`src/rtl/riscv_regfile_sb.sv`:
```
// riscv_regfile_sb
// RISC-V integer register file for the pipelined core: NRD combinational read
// ports with write-through bypass from the single write-back port, x0 hardwired
// to zero, and a per-register busy scoreboard that flags RAW hazards on reads
// and blocks WAW on issue. busy_cnt tracks how many producers are outstanding.
module riscv_regfile_sb #(
    parameter int XLEN  = 32,
    parameter int NREGS = 32,
    parameter int NRD   = 2,
    localparam int AW   = $clog2(NREGS)
) (
    input  logic                clk,
    input  logic                rst_n,
    input  logic [NRD*AW-1:0]   rs_addr,
    output logic [NRD*XLEN-1:0] rs_data,
    output logic [NRD-1:0]      rs_busy,
    input  logic                issue_vld,
    input  logic [AW-1:0]       issue_rd,
    output logic                issue_rdy,
    input  logic                wb_en,
    input  logic [AW-1:0]       wb_addr,
    input  logic [XLEN-1:0]     wb_data,
    output logic [AW:0]         busy_cnt
);

    // Largest count the scoreboard can ever reach: every register but x0.
    localparam logic [AW:0] CNT_MAX = (AW+1)'(NREGS - 1);
    localparam logic [AW:0] CNT_ONE = (AW+1)'(1);

    // Architectural state.
    logic [XLEN-1:0] r_regs [NREGS];
    logic [NREGS-1:0] r_busy;
    logic [AW:0]      r_busy_cnt;

    // Write-back / issue decode.
    logic             w_retire;
    logic             w_wb_hits_issue;
    logic             w_issue_acc;
    logic             w_cnt_inc;
    logic             w_cnt_dec;
    logic [NREGS-1:0] w_busy_nxt;

    // Saturating busy counter step; the guards keep the count from wrapping
    // even if the surrounding logic were ever driven out of its legal range.
    function automatic logic [AW:0] f_cnt_step(input logic [AW:0] cnt,
                                               input logic        inc,
                                               input logic        dec);
        logic [AW:0] nxt;
        nxt = cnt;
        if (inc && !dec) begin
            nxt = (cnt >= CNT_MAX) ? CNT_MAX : cnt + CNT_ONE;
        end else if (dec && !inc) begin
            nxt = (cnt == '0) ? '0 : cnt - CNT_ONE;
        end
        return nxt;
    endfunction

    assign w_retire        = wb_en && (wb_addr != '0);
    assign w_wb_hits_issue = wb_en && (wb_addr == issue_rd);

    // A WAW stall only happens when the target is busy and is not being
    // retired right now; retiring producer frees the slot in the same cycle.
    assign issue_rdy = !issue_vld || (issue_rd == '0) || !r_busy[issue_rd] ||
                       w_wb_hits_issue;

    assign w_issue_acc = issue_vld && issue_rdy && (issue_rd != '0);

    // Count moves only when a busy bit actually changes: a new producer on an
    // idle register, or a retire of a busy register not immediately re-issued.
    assign w_cnt_inc = w_issue_acc && !r_busy[issue_rd];
    assign w_cnt_dec = w_retire && r_busy[wb_addr] &&
                       !(w_issue_acc && (issue_rd == wb_addr));

    // Next scoreboard: retire clears, accepted issue sets, set wins on a tie.
    always_comb begin
        w_busy_nxt = r_busy;
        if (w_retire) begin
            w_busy_nxt[wb_addr] = 1'b0;
        end
        if (w_issue_acc) begin
            w_busy_nxt[issue_rd] = 1'b1;
        end
        w_busy_nxt[0] = 1'b0;
    end

    // Register array write port; x0 is never written and stays zero.
    always_ff @(posedge clk or negedge rst_n) begin
        if (!rst_n) begin
            for (int i = 0; i < NREGS; i++) begin
                r_regs[i] <= '0;
            end
        end else if (w_retire) begin
            r_regs[wb_addr] <= wb_data;
        end
    end

    // Scoreboard busy bits.
    always_ff @(posedge clk or negedge rst_n) begin
        if (!rst_n) begin
            r_busy <= '0;
        end else begin
            r_busy <= w_busy_nxt;
        end
    end

    // Outstanding-producer counter.
    always_ff @(posedge clk or negedge rst_n) begin
        if (!rst_n) begin
            r_busy_cnt <= '0;
        end else begin
            r_busy_cnt <= f_cnt_step(r_busy_cnt, w_cnt_inc, w_cnt_dec);
        end
    end

    assign busy_cnt = r_busy_cnt;

    // Read ports: x0 reads zero, a same-cycle write-back is forwarded and
    // also clears the hazard since the value is now available.
    for (genvar g = 0; g < NRD; g++) begin : g_rd
        logic [AW-1:0] w_addr;
        logic          w_hit;
        assign w_addr = rs_addr[g*AW +: AW];
        assign w_hit  = wb_en && (wb_addr == w_addr);
        assign rs_data[g*XLEN +: XLEN] = (w_addr == '0) ? '0 :
                                         w_hit          ? wb_data :
                                                          r_regs[w_addr];
        assign rs_busy[g] = r_busy[w_addr] && !w_hit;
    end

endmodule

```
`config.mk`:
```
export PLATFORM = sky130hd
export DESIGN_NAME = riscv_regfile_sb
export DESIGN_NICKNAME = d
export VERILOG_FILES = /design/src/rtl/riscv_regfile_sb.sv
export SDC_FILE = /design/constraint.sdc
export NUM_CORES = 2
export LEC_CHECK = 0
export CAP_MARGIN = 20
export CORE_AREA = 4 4 326 328
export CTS_CLUSTER_SIZE = 24
export DETAILED_ROUTE_END_ITERATION = 12
export DIE_AREA = 0 0 330 332
export GPL_ROUTABILITY_DRIVEN = 0
export PLACE_DENSITY = 0.83
export SLEW_MARGIN = 10
export SYNTH_ARGS = -nofsm -noshare
export SYNTH_HDL_FRONTEND = slang
export SYNTH_SLANG_ARGS = --single-unit
```
`constraint.sdc`:
```
create_clock -name clk -period 3.8 [get_ports clk]
set_input_delay 1.14 -clock clk [delete_from_list [all_inputs] [get_ports clk]]
set_output_delay 1.14 -clock clk [all_outputs]
set_load 0.02 [all_outputs]
```
==> metrics <==
largest net degree at the start of global routing=133; initial antenna violation count=11; CP max stage delay=~1.4 ns; Synth Instances=4179; Sw Ratio=roughly a third; die area=~0.11 mm²; commonest non-fill, non-tap cell in the layout=dfrtp_1; fin crit period=roughly 5.3 ns; FF-to-FF setup slack=~0.85 ns; P_sw=between 10000 and 15000 µW; Worst-Margin Slew=1.77 ns; Die Wd=330 µm; clk slew on worst S/H paths=roughly 0.06 ns; Vias/cell=between 8 and 9; most frequent cells in the layout=dfrtp_1 (1061), mux2_2 (1012), buf_4 (468); yosys warns=0; CTS Buf Count=between 100 and 150; Crit. End Element=primary output; Worst path most repeated cell=buf_12; number of H-tree levels=3; Iteration-0 DRC Markers=9156; dpl hpwl=between 100 and 150 mm; Reg2Reg Capture Point=r_busy[24]; syn_nets=about 4200; DIE HEIGHT=approximately 330 µm; max layer used=met5; Pwr Density=~500 mW/mm²; RSZ-0062 raised after global routing=true; met3 wire length=roughly 47 mm; WHS=0.278 ns; worst path cell trace=buf_12 > nand3b_1 > buf_12 > buf_4 > a211oi_1 > a2111oi_2 > a221oi_2 > nor2_2 > buf_6; leakage=around 0.033 µW; Yosys cell types=63; final setup margin=-1.48 ns; Post-Route M1 WL=a little under 80 mm; Final #Nets=roughly 4800; Worst R2R Path Depth=6; CTS Root Buffer Type=clkbuf_16; Met2 Routed Length=about 110 mm; R2R Path Start=r_busy[10]; status=finished with violations; CTS tree=built; Hold Crit Class=in -> async; Max Cap Viol=1; skew final=0.0116 ns; gr usage total=a little over two fifths; first-pass GRT wire length=between 300 and 400 mm; Data arrival, critical path=between 4 and 5 ns; Cell Area, Synth=between 0.05 and 0.06 mm²; Comb pwr share=a little over a quarter; Setup-failing EPs final=67; Slowest-stage cell, CP=a211oi_1; Max-slew headroom=-18.9%; Area growth syn-to-layout=28.7%; core area=approximately 0.10 mm²; share of cells above drive strength 1=about three fifths; Routed Wire Length=~260 mm; Clk Latency, worst-skew pair=0.78 ns; global route total overflow=0; Final Max Tran Viols=2; share of the yosys chip area belonging to registers=a little under half; Design Power=between 30000 and 40000 µW; hold buffers post-CTS=0; Post-synth EDFFs=0; P_int=between 20000 and 30000 µW; DRT Pass-1 Iters=7; Port Buf Inserts=around 130; ys async rst share=between 90% and 100%; IR drop worst, VDD=around 0.42 mV; DRC=0; final hold vios=0; failing checks=capacitance limit, slew limit, setup timing; part of the power in registers=roughly two fifths; Vias=about 51000; Sink Count=1061; Fmax=about 0.19 GHz; Starting Density=between 50% and 60%; kind of start point of the critical path=input port; CP Max Fanout=14; final period utilization=139%; Required @ worst endpoint=about 2.7 ns; clock power share=31.4%; std cell rows=118; mean area per synthesized cell=about 14 µm²; register bit count reported by yosys=around 1100; critical path class=in -> out; Antenna Nets Post-Route=0; Filler cells=slightly above 5000; I/O pin cnt=129; WL/cell=approximately 42 µm; Longest Clk Path Bufs=3; Top FF cell, synth=dfrtp_1; vias in the first global route=49900
## worst max-delay path, delay by kind of cell
family                 cells  cell delay (ns)
AOI/OAI and AO/OA          3             1.97
buffers and inverters      4             0.73
and+or+nand+nor            2             0.27
## final cells by class
class / instances / area [µm²] / area share, %
Multi-Input combinational cell: 2629 / 32200 / 42.8
Sequential cell: 1061 / 26600 / 35.2
Clock inverter: 44 / 622 / 0.825
Inverter: 19 / 75.1 / 0.0997
Antenna cell: 11 / 27.5 / 0.0365
Clock buffer: 160 / 3220 / 4.28
Tap cell: 1380 / 1730 / 2.29
Timing Repair Buffer: 923 / 10900 / 14.5
## worst max path at each step
| stage | startpoint | endpoint | slack (ns) | cells after the start |
|---|---|---|---|---|
| finish | rs_addr[1] | rs_data[19] | -1.48 | 9 |
| global route | rs_addr[4] | rs_data[19] | -1.52 | 9 |
| CTS | rs_addr[0] | rs_data[4] | -0.62 | 9 |
| detailed placement | wb_addr[2] | rs_data[30] | -1.59 | 9 |
| global placement | wb_addr[2] | rs_data[30] | -1.56 | 9 |
| floorplan | rs_addr[0] | rs_data[29] | -0.11 | 7 |
## per-layer routing
metal | up-vias | global-route usage (%)
met5 | - | 0.355
met4 | 10 | 34.2
met3 | 2681 | 18.9
met2 | 6275 | 59.6
met1 | 24800 | 50.2
li1 | 17200 | -
## sequential cells by signal, summed over array words and instances, names as in the netlist
signal    cells
r_regs     1024
r_busy       31
busy_cnt      6
## per-stage QoR
step                cell area, µm²  std cells  util [%]  worst slack, ns  setup TNS, ns
floorplan                    59200       4179         -           -0.108          -2.89
global placement             65600       5779      63.6            -1.56         -82.46
detailed placement           65600       5779      63.6            -1.59         -81.48
CTS                          73600       6144      71.3           -0.616         -25.74
global route                 75300       6218      73.0            -1.52         -36.04
finish                       75300       6227      73.0            -1.48         -35.80
## logic make-up (layout without fill, tap and decap cells)
group / Yosys count / after routing / share of synthesized area [%]
multiplexers: 1780 / 1780 / 42.1
other: 0 / 11 / 0
flip-flops: 1061 / 1061 / 45.4
adder cells (fa/ha/maj): 4 / 4 / 0.0855
XOR/XNOR: 16 / 16 / 0.239
AO/OA/AOI/OAI: 493 / 493 / 5.48
buffers and inverters: 489 / 1146 / 3.99
AND/OR/NAND/NOR: 336 / 336 / 2.77
## cell usage after synthesis (9+ instances only)
master    count  area (µm²)
a211oi_1     17         128
a21oi_1     104         521
a221o_1      15         150
a221oi_1     48         420
a22o_1       15         131
a22oi_1      48         360
a31oi_1       9        56.3
buf_1        34         128
buf_2       136         681
buf_4        38         285
buf_6        25         282
clkbuf_1    236         886
dfrtp_1    1061       26600
inv_1        18        67.6
mux2_2     1012       11400
mux2i_1     319        3190
mux4_2      441        9930
nand2_1      98         368
nand2b_1      9        56.3
nand3_1      18        90.1
nor2_1       92         345
nor2b_1      17         106
nor3_1       38         190
nor3b_1      13        97.6
o211ai_1     14         105
o21ai_0     128         641
o21ai_1      12        60.1
o22ai_1      32         200
o31ai_1      23         173
xor2_1       10        87.6
## power by group through the flow
stage | clock, µW | sequential [µW] | combinational, µW
after CTS | 11600 | 15200 | 8940
after floorplan | 0 | 14800 | 5740
final | 11900 | 15900 | 10200
after global routing | 12300 | 15900 | 10500
after detailed placement | 0 | 15400 | 8100
after global placement | 0 | 15100 | 7820
## timing repair
action,CTS,global route
setup buffers,149,93
pin swaps,143,123
gates resized for setup,865,281
setup endpoints to repair,67,67
cloned,29,7
(Power assumes the default switching activity.)
